[config.mk]
export PLATFORM = sky130hd
export DESIGN_NAME = usb_ep_ahb_master
export DESIGN_NICKNAME = d
export VERILOG_FILES = /design/src/rtl/usb_ahb_pkg.sv /design/src/rtl/usb_ep_ahb_master.sv
export SDC_FILE = /design/constraint.sdc
export NUM_CORES = 1
export LEC_CHECK = 0
export ABC_CLOCK_PERIOD_IN_PS = 7000
export CELL_PAD_IN_SITES_DETAIL_PLACEMENT = 1
export CELL_PAD_IN_SITES_GLOBAL_PLACEMENT = 2
export CORE_UTILIZATION = 28
export DETAILED_ROUTE_END_ITERATION = 10
export PLACE_DENSITY = 0.88
export SYNTH_ARGS = -nofsm -noshare
export SYNTH_HDL_FRONTEND = slang
export SYNTH_SLANG_ARGS = --single-unit
export TNS_END_PERCENT = 1
[constraint.sdc]
create_clock -name clk -period 7 [get_ports clk]
set_input_delay 1.4 -clock clk [delete_from_list [all_inputs] [get_ports clk]]
set_output_delay 1.4 -clock clk [all_outputs]
set_load 0.02 [all_outputs]
[src/rtl/usb_ahb_pkg.sv]
// Shared constants, address-phase payload and helpers for the USB endpoint AHB-Lite initiator.
package usb_ahb_pkg;

  localparam int unsigned ADDR_W = 7;
  localparam int unsigned DATA_W = 32;
  localparam int unsigned CNT_W  = 7;

  localparam logic [ADDR_W-1:0] ADDR_DATA     = 7'd0;
  localparam logic [ADDR_W-1:0] ADDR_RX_READY = 7'd64;
  localparam logic [ADDR_W-1:0] ADDR_RX_ERR   = 7'd66;
  localparam logic [ADDR_W-1:0] ADDR_TX_SIZE  = 7'd72;

  localparam logic [1:0] HTRANS_IDLE   = 2'd0;
  localparam logic [1:0] HTRANS_NONSEQ = 2'd2;

  localparam logic [1:0] HSIZE_BYTE = 2'd0;
  localparam logic [1:0] HSIZE_HALF = 2'd1;
  localparam logic [1:0] HSIZE_WORD = 2'd2;

  typedef enum logic [3:0] {
    IDLE,
    POLL_A,
    POLL_D,
    SIZE_A,
    SIZE_D,
    DATA_A,
    DATA_D,
    ERR_WAIT,
    FINISH
  } state_t;

  // Signals presented during an address phase; all zero when no transfer is issued.
  typedef struct packed {
    logic              hsel;
    logic [ADDR_W-1:0] haddr;
    logic [1:0]        htrans;
    logic [1:0]        hsize;
    logic              hwrite;
  } ahb_addr_t;

  // Largest beat that fits in the bytes still to move.
  function automatic logic [1:0] beat_hsize(input logic [CNT_W-1:0] rem);
    if (rem >= 7'd4)      return HSIZE_WORD;
    else if (rem >= 7'd2) return HSIZE_HALF;
    else                  return HSIZE_BYTE;
  endfunction

  function automatic logic [2:0] hsize_bytes(input logic [1:0] hs);
    case (hs)
      HSIZE_BYTE: return 3'd1;
      HSIZE_HALF: return 3'd2;
      default:    return 3'd4;
    endcase
  endfunction

  function automatic logic [DATA_W-1:0] lane_mask(input logic [1:0] hs);
    case (hs)
      HSIZE_BYTE: return 32'h0000_00FF;
      HSIZE_HALF: return 32'h0000_FFFF;
      default:    return 32'hFFFF_FFFF;
    endcase
  endfunction

endpackage

[src/rtl/usb_ep_ahb_master.sv]
// AHB-Lite initiator that drains RX packets from, or loads TX packets into, the USB endpoint buffer.
module usb_ep_ahb_master
  import usb_ahb_pkg::*;
#(
  parameter int unsigned POLL_MAX = 255
) (
  input  logic              clk,
  input  logic              n_rst,
  input  logic              start,
  input  logic              dir,
  input  logic [CNT_W-1:0]  byte_count,
  output logic              busy,
  output logic              done,
  output logic              err,
  output logic [DATA_W-1:0] rd_data,
  output logic              rd_valid,
  output logic [2:0]        rd_bytes,
  output logic              wr_req,
  input  logic [DATA_W-1:0] wr_data,
  output logic              hsel,
  output logic [ADDR_W-1:0] haddr,
  output logic [1:0]        htrans,
  output logic [1:0]        hsize,
  output logic              hwrite,
  output logic [DATA_W-1:0] hwdata,
  output logic [2:0]        hburst,
  input  logic [DATA_W-1:0] hrdata,
  input  logic              hready,
  input  logic              hresp
);

  localparam int unsigned POLL_W = 8;

  state_t             state, state_nxt;
  logic [CNT_W-1:0]   rem, rem_nxt;
  logic [POLL_W-1:0]  poll_cnt, poll_cnt_nxt;
  logic               dir_q, dir_nxt;
  logic [CNT_W-1:0]   size_q, size_nxt;
  ahb_addr_t          addr_q, addr_nxt;
  logic               busy_nxt, done_nxt, err_nxt, wr_req_nxt;
  logic [DATA_W-1:0]  wdata_q;
  logic               wdata_held;
  logic [1:0]         beat;
  logic               bus_err;

  assign beat    = beat_hsize(rem);
  assign bus_err = hresp & ~hready;

  // State and registered outputs.
  always_ff @(posedge clk or negedge n_rst) begin
    if (!n_rst) begin
      state    <= IDLE;
      rem      <= '0;
      poll_cnt <= '0;
      dir_q    <= 1'b0;
      size_q   <= '0;
      addr_q   <= '0;
      busy     <= 1'b0;
      done     <= 1'b0;
      err      <= 1'b0;
      wr_req   <= 1'b0;
    end else begin
      state    <= state_nxt;
      rem      <= rem_nxt;
      poll_cnt <= poll_cnt_nxt;
      dir_q    <= dir_nxt;
      size_q   <= size_nxt;
      addr_q   <= addr_nxt;
      busy     <= busy_nxt;
      done     <= done_nxt;
      err      <= err_nxt;
      wr_req   <= wr_req_nxt;
    end
  end

  // Next state, counters, and the outputs to present in the coming cycle.
  always_comb begin
    state_nxt    = state;
    rem_nxt      = rem;
    poll_cnt_nxt = poll_cnt;
    dir_nxt      = dir_q;
    size_nxt     = size_q;
    err_nxt      = 1'b0;
    addr_nxt     = '0;

    case (state)
      IDLE, FINISH: begin
        state_nxt = IDLE;
        if (start) begin
          dir_nxt      = dir;
          size_nxt     = byte_count;
          rem_nxt      = byte_count;
          poll_cnt_nxt = '0;
          if (byte_count == '0) state_nxt = FINISH;
          else if (dir)         state_nxt = SIZE_A;
          else                  state_nxt = POLL_A;
        end
      end
      POLL_A: state_nxt = POLL_D;
      POLL_D: begin
        if (bus_err) begin
          state_nxt = ERR_WAIT;
        end else if (hready) begin
          if (hrdata[7:0] == 8'd1) begin
            state_nxt = DATA_A;
          end else if (poll_cnt == POLL_W'(POLL_MAX - 1)) begin
            state_nxt = FINISH;
            err_nxt   = 1'b1;
          end else begin
            poll_cnt_nxt = poll_cnt + 1'b1;
            state_nxt    = POLL_A;
          end
        end
      end
      SIZE_A: state_nxt = SIZE_D;
      SIZE_D: begin
        if (bus_err)     state_nxt = ERR_WAIT;
        else if (hready) state_nxt = DATA_A;
      end
      DATA_A: state_nxt = DATA_D;
      DATA_D: begin
        if (bus_err) begin
          state_nxt = ERR_WAIT;
        end else if (hready) begin
          rem_nxt   = rem - CNT_W'(hsize_bytes(beat));
          state_nxt = (rem_nxt == '0) ? FINISH : DATA_A;
        end
      end
      ERR_WAIT: begin
        if (hready) begin
          state_nxt = FINISH;
          err_nxt   = 1'b1;
        end
      end
      default: state_nxt = IDLE;
    endcase

    case (state_nxt)
      POLL_A: begin
        addr_nxt.hsel   = 1'b1;
        addr_nxt.haddr  = ADDR_RX_READY;
        addr_nxt.htrans = HTRANS_NONSEQ;
        addr_nxt.hsize  = HSIZE_BYTE;
        addr_nxt.hwrite = 1'b0;
      end
      SIZE_A: begin
        addr_nxt.hsel   = 1'b1;
        addr_nxt.haddr  = ADDR_TX_SIZE;
        addr_nxt.htrans = HTRANS_NONSEQ;
        addr_nxt.hsize  = HSIZE_BYTE;
        addr_nxt.hwrite = 1'b1;
      end
      DATA_A: begin
        addr_nxt.hsel   = 1'b1;
        addr_nxt.haddr  = ADDR_DATA;
        addr_nxt.htrans = HTRANS_NONSEQ;
        addr_nxt.hsize  = beat_hsize(rem_nxt);
        addr_nxt.hwrite = dir_nxt;
      end
      default: addr_nxt = '0;
    endcase

    busy_nxt   = !(state_nxt inside {IDLE, FINISH});
    done_nxt   = (state_nxt == FINISH);
    wr_req_nxt = (state_nxt == DATA_A) && dir_nxt;
  end

  // TX word arrives the cycle after wr_req; hold it for the rest of a stretched data phase.
  always_ff @(posedge clk or negedge n_rst) begin
    if (!n_rst) begin
      wdata_q    <= '0;
      wdata_held <= 1'b0;
    end else if (state == DATA_D) begin
      if (!wdata_held) begin
        wdata_q    <= wr_data;
        wdata_held <= 1'b1;
      end
    end else begin
      wdata_held <= 1'b0;
    end
  end

  assign hsel   = addr_q.hsel;
  assign haddr  = addr_q.haddr;
  assign htrans = addr_q.htrans;
  assign hsize  = addr_q.hsize;
  assign hwrite = addr_q.hwrite;
  assign hburst = 3'b000;

  // Read data is forwarded in the completing data-phase cycle.
  assign rd_valid = (state == DATA_D) && !dir_q && hready;
  assign rd_bytes = rd_valid ? hsize_bytes(beat) : 3'd0;
  assign rd_data  = rd_valid ? (hrdata & lane_mask(beat)) : '0;

  always_comb begin
    hwdata = '0;
    if (state == SIZE_D)              hwdata = DATA_W'(size_q);
    else if (state == DATA_D && dir_q) hwdata = wdata_held ? wdata_q : wr_data;
  end

endmodule
==> results_dict.tcl, run 1 <==
set metrics [dict create \
    seq_area_um2 1750 \
    tightest_slew_ns 1.10 \
    synth_cells 410 \
    vias 3582 \
    max_freq_mhz 176 \
    fin_crit_sh 0.812 \
    fin_ws_ns 1.31 \
    relSlewSlack 0.267 \
    max_cap_viol_count 0 \
    drt_iter0_drc 151 \
    hold_class "reg2reg" \
    reg2reg_slack_ns 2.48 \
    grt_pass1_vias 3801 \
    netlist_area_um2 4120 \
    final_layout_size_suffix_gt1_frac 0.128 \
    synthFlopType "dfrtp_1" \
    cts_made_buffers 9 \
    cts_tree "yes" \
    placed_cells 727 \
    portBuffers 155 \
    finalWirelength_mm 12.2 \
    synth-edff-count 0 \
    cts_sinks 70 \
    area_delta_synth_final_pct 49.2 \
    overflow 0 \
    vdd_drop_max_mv 0.149 \
    placement_rows 43 \
    finalSetupViolations 0 \
    grt_max_degree 71 \
    worstSetupPathType "in2out" \
    min_from "size_q[1]$_DFFE_PN0P_" \
    synth_compound_area_frac 0.0789 \
    crit_arrival_ns 4.29 \
    yosys.cell_types.count 60 \
    post_drt_wl_per_cell_um 16.4 \
    status "finished clean" \
    synth.yosys.seq_area_share 0.425 \
    cp_slowest_cell "clkdlybuf4s50_1" \
    grt_pass1_wl_mm 19.2 \
    crit_chain "clkdlybuf4s50_1, inv_1, or3_1, nor2_1, and2_1, clkdlybuf4s50_1" \
    synth_top_family_by_area "simple AND/OR/NAND/NOR gates" \
    postCtsHoldBufs 0 \
    power_density_nw_per_um2 375 \
    skew_ns 0.00479 \
    cts_root_buffer "clkbuf_16" \
    yosys.area_share.simple 0.236 \
    clockBufferDepth 2 \
    dieWidth_um 123 \
    crit_fanout 17 \
    grt_usage 0.164 \
    period_needed_ns 5.69 \
    hold_viol_final 0 \
    first_pass_iters 4 \
    synth-async-reset-ratio 1.00 \
    dp_hpwl_mm 9.19 \
    critical_path.max_stage_delay_ns 0.81 \
    rsz0062_at_grt "false" \
    htreeDepth 3 \
    tns_ns 0 \
    synthMuxAreaShare 0.165 \
    synthAdderAreaFrac 0.0200 \
    clkTransAtPathRegs_ns 0.06 \
    diodes 0 \
    crit_path_start_kind "input pin" \
    cpMostUsedCell "clkdlybuf4s50_1" \
    setup.worst_path.end_class "output port" \
    slew_viol_final 0 \
    ios 165 \
    r2r_cells 12 \
    ant_nets 0 \
    leakage_nw 2.48 \
    yosys_warnings 0 \
    rr_endpoint "hsize[1]$_DFF_PN0_" \
    drc_errors 0 \
    r2r-start "rem[3]$_DFF_PN0_" \
    clock_latency_ns 0.33 \
    gp_congestion 0.864 \
    core_area_um2 14100 \
    die_area_um2 15200 \
    crit_required_ns 5.60 \
    dieHeight_um 123 \
    avgViaCountPerCell 4.82 \
    cts_resized 0 \
    synth-xor-area-share 0.0191 \
    fin_cells 743 \
    place_ws_ns 1.30 \
    postSynthAreaPerCell_um2 10.1 \
    synth-seq-cells 70 \
    post_cts_buffers 0 \
    multi_input_area_um2 2180 \
    hold_depth 1 \
    worstHoldEndpoint "size_q[1]$_DFFE_PN0P_" \
    start_util 0.291 \
    antenna_found_initial 0 \
    fillers 1572 \
    nNetsFinal 641 \
]
==> layer usage <==
| layer | up-vias | wire length (µm) | part of all wire | global-route usage |
|---|---|---|---|---|
| li1 | 1700 | - | - | - |
| met1 | 1735 | 5420 | 0.44 | 0.207 |
| met2 | 138 | 5750 | 0.47 | 0.278 |
| met3 | 9 | 924 | 0.076 | 0.0411 |
| met4 | 0 | 89 | 0.0073 | 0.0407 |
| met5 | - | 0 | 0 | 0 |
==> sequential cells by signal, indices dropped and copies added (netlist names) <==
signal,flops
state,4
done,1
poll_cnt,8
busy,1
size_q,7
err,1
wdata_held,1
htrans,1
wdata_q,32
dir_q,1
hsize,2
wr_req,1
rem,7
hwrite,1
haddr,2
==> cell type report <==
| type | instances | area share |
|---|---|---|
| Multi-Input combinational cell | 307 | 0.354 |
| Sequential cell | 70 | 0.285 |
| Inverter | 12 | 0.00813 |
| Clock inverter | 5 | 0.0209 |
| Timing Repair Buffer | 158 | 0.255 |
| Tap cell | 180 | 0.0366 |
| Clock buffer | 11 | 0.0411 |
==> synth_stat cells, types with 3 or more instances <==
master,n,area [µm²]
o21ai_0,15,75.1
or3_1,3,18.8
clkbuf_1,12,45.0
nand4_1,3,18.8
a21oi_1,11,55.1
and2_1,37,231
mux2i_1,32,320
buf_6,4,45.0
nand3_1,6,30.0
nand2b_1,5,31.3
inv_1,11,41.3
nor2_1,40,150
mux2_2,32,360
xor2_1,5,43.8
ha_1,5,62.6
nand2_1,38,143
nor3b_1,3,22.5
a31oi_1,3,18.8
nor4_1,5,31.3
nor3_1,9,45.0
dfrtp_1,70,1750
xnor2_1,4,35.0
buf_4,10,75.1
nor2b_1,3,18.8
==> critical path, delay by kind of cell <==
family                 cells  cell delay, ns
buffers and inverters      3            1.60
AND/OR/NAND/NOR            3            1.28
==> power breakdown <==
group          switching, mW  total, mW  leakage, nW  internal [mW]
registers              0.170      0.747        0.871          0.577
logic                  0.491      0.983         1.43          0.492
clock network          0.175      0.579        0.186          0.404
total                  0.836       2.31         2.48           1.47
==> placed cells by master, fill, tap and decap left out, drive strengths merged, types with 2 or more instances in the layout <==
cell,instances
and3,2
buf,4
mux2i,32
o31ai,3
inv,12
nor3b,4
o21ai,16
and2,37
a221o,2
bufinv,4
nor2,42
and4,2
nand4b,2
nand2b,5
ha,5
nand3,6
clkbuf,11
nor4,6
xor2,5
or3,4
a21o,2
a21oi,12
xnor2,4
nor4b,4
dfrtp,70
nor3,9
nand2,38
a31oi,3
nand4,4
conb,9
clkdlybuf4s50,154
nor2b,3
mux2,32
==> logic make-up after synthesis <==
group	count (synthesis)
other	1
XOR/XNOR	9
buffers and inverters	41
AO/OA/AOI/OAI	46
multiplexers	64
adder cells (fa/ha/maj)	6
flip-flops	70
AND/OR/NAND/NOR	173
==> per-stage QoR <==
stage / util / hold WS, ns / area (µm²) / power [mW]
after floorplan: - / 0.446 / 4150 / 1.42
after global placement: 0.408 / 0.462 / 5770 / 1.71
after detailed placement: 0.408 / 0.466 / 5770 / 1.75
after CTS: 0.435 / 0.483 / 6150 / 2.34
after global routing: 0.435 / 0.515 / 6150 / 2.46
final: 0.435 / 0.481 / 6150 / 2.31
==> worst max path at each step <==
| stage | slack, ns | from | endpoint | cells after the start |
|---|---|---|---|---|
| floorplan | 2.84 | hready | rd_data[22] | 5 |
| global placement | 1.41 | hready | rd_data[29] | 6 |
| detailed placement | 1.30 | hready | rd_data[22] | 6 |
| CTS | 1.29 | hready | rd_data[22] | 6 |
| global route | 1.02 | hready | rd_data[21] | 6 |
| finish | 1.31 | hready | rd_data[22] | 6 |
(Power assumes the default switching activity.)
==> run 2: changes to the inputs <==
--- a/config.mk
+++ b/config.mk
@@ -5,12 +5,12 @@
 export SDC_FILE = /design/constraint.sdc
 export NUM_CORES = 1
 export LEC_CHECK = 0
-export ABC_CLOCK_PERIOD_IN_PS = 7000
+export ABC_CLOCK_PERIOD_IN_PS = 4800
 export CELL_PAD_IN_SITES_DETAIL_PLACEMENT = 1
 export CELL_PAD_IN_SITES_GLOBAL_PLACEMENT = 2
-export CORE_UTILIZATION = 28
+export CORE_UTILIZATION = 23
 export DETAILED_ROUTE_END_ITERATION = 10
-export PLACE_DENSITY = 0.88
+export PLACE_DENSITY = 0.77
 export SYNTH_ARGS = -nofsm -noshare
 export SYNTH_HDL_FRONTEND = slang
 export SYNTH_SLANG_ARGS = --single-unit
==> constraint.sdc (replaced) <==
create_clock -name clk -period 4.8 [get_ports clk]
set_input_delay 0.96 -clock clk [delete_from_list [all_inputs] [get_ports clk]]
set_output_delay 0.96 -clock clk [all_outputs]
set_load 0.02 [all_outputs]
==> results_dict.tcl, run 2 (synthesis results as in run 1) <==
set metrics [dict create \
    slew_viol_final 0 \
    critPathLaunch "hready" \
    met1_length_mm 5.95 \
    dp_hpwl_mm 9.61 \
    rsz0062_at_grt "false" \
    r2r-start "rem[3]$_DFF_PN0_" \
    utilization 0.356 \
    cts_resized 0 \
    first_pass_iters 4 \
    crit_fanout 17 \
    hold_viol_final 0 \
    drc_errors 0 \
    status "finished clean" \
    overflow 0 \
    largest_register_ffs 32 \
    wl_met2_mm 5.82 \
    avgViaCountPerCell 4.55 \
    cts_made_buffers 9 \
    finalSetupViolations 0 \
    postCtsHoldBufs 0 \
    clkTransAtPathRegs_ns 0.06 \
    grt_pass1_vias 3854 \
    reg.largest.list "wdata_q (32), poll_cnt (8)" \
    period_needed_ns 4.02 \
    grt_usage 0.141 \
    antenna_found_initial 0 \
    fin_crit_sh 0.838 \
    crit_path_start_kind "input pin" \
    drt_iter0_drc 154 \
    cts_tree "yes" \
    regMostFlops "wdata_q" \
    portBuffers 155 \
    area_delta_synth_final_pct 50.5 \
    placement_rows 48 \
    topRoutingLayerUsed "met4" \
    seq_area_um2 1750 \
    crit_required_ns 3.84 \
    dpl_cell_area_um2 5870 \
    grt_pass1_wl_mm 20.1 \
    htreeDepth 3 \
    fillers 1970 \
    tightest_slew_ns 1.05 \
    relSlewSlack 0.303 \
    grt_max_degree 71 \
    clockBufferDepth 2 \
    finalWirelength_mm 12.7 \
    die_area_um2 18500 \
    worstSetupPathType "in2out" \
    multi_input_area_um2 2180 \
    min_from "size_q[2]$_DFFE_PN0P_" \
    core_area_um2 17400 \
    post_cts_buffers 0 \
    start_util 0.237 \
    hold_class "reg2reg" \
    setup.worst_path.end_class "output port" \
    diodes 0 \
    ios 165 \
    post_drt_wl_per_cell_um 16.0 \
    crit_arrival_ns 3.06 \
    cts_root_buffer "clkbuf_16" \
    max_freq_mhz 249 \
    ant_nets 0 \
    met3_length_um 763 \
    skew_ns 0.00587 \
    power_density_nw_per_um2 534 \
    dieWidth_um 136 \
    vdd_drop_max_mv 0.196 \
    vias 3612 \
    clock_latency_ns 0.34 \
    tns_ns 0 \
    fin_area_um2 6210 \
    final_cell_mix "154 x clkdlybuf4s50_1, 69 x dfrtp_1, 39 x nor2_1, 38 x nand2_1, 37 x and2_1" \
    layout_commonest_cell "clkdlybuf4s50_1" \
    gp_congestion 0.815 \
    leakage_nw 2.49 \
    dieHeight_um 136 \
    cts_sinks 70 \
    nNetsFinal 646 \
    final_layout_size_suffix_gt1_frac 0.134 \
    max_cap_viol_count 0 \
]
run 2: changes by cell type in the layout (fill, tap and decap cells not counted), sizes merged:
cell	previous run	this run
buf	4	9
bufinv	4	2
clkbuf	11	13
run 2: metrics by stage:
stage,hold WS (ns),setup slack [ns],total power [mW],instances
finish,0.481,0.779,3.32,793
CTS,0.486,0.746,3.36,793
global placement,0.464,0.813,2.53,777
global route,0.521,0.508,3.55,793
detailed placement,0.471,0.753,2.59,777
floorplan,0.446,1.37,2.07,418
run 2: critical path: stages:
cell,delay (ns)
clkdlybuf4s50_1,0.48
inv_1,0.09
or3_1,0.46
nor2_1,0.13
buf_4,0.19
and2_1,0.15
clkdlybuf4s50_1,0.60
run 2: final cells by class:
| cell class | instances | share of cell area |
|---|---|---|
| clock inverter | 3 | 0.0105 |
| tap | 225 | 0.0454 |
| multi-input combinational | 307 | 0.351 |
| timing repair buffer | 163 | 0.259 |
| inverter | 12 | 0.00806 |
| clock buffer | 13 | 0.0435 |
| sequential | 70 | 0.282 |
run 2: worst paths after layout:
| check | endpoint | slack, ns | cells after the start |
|---|---|---|---|
| max in group asynchronous | wdata_held$_DFF_PN0_ | 3.30 | 2 |
| setup reg to reg | busy$_DFF_PN0_ | 0.90 | 14 |
| hold / removal | size_q[2]$_DFFE_PN0P_ | 0.48 | 1 |
| hold reg to reg | size_q[2]$_DFFE_PN0P_ | 0.48 | 1 |
| setup / recovery | rd_data[22] | 0.78 | 7 |
| min in group asynchronous | wdata_q[26]$_DFFE_PN0P_ | 0.84 | 2 |
run 2: power breakdown:
part / leakage (nW) / internal (mW) / switching, mW
Clock: 0.166 / 0.497 / 0.253
Sequential: 0.871 / 0.841 / 0.255
Combinational: 1.45 / 0.739 / 0.730
Total: 2.49 / 2.08 / 1.24
run 2: per-layer routing:
layer | GRT usage | up-vias
met3 | 0.0321 | 11
met5 | 0 | -
met4 | 0.0500 | 0
met1 | 0.184 | 1760
li1 | - | 1717
met2 | 0.229 | 124
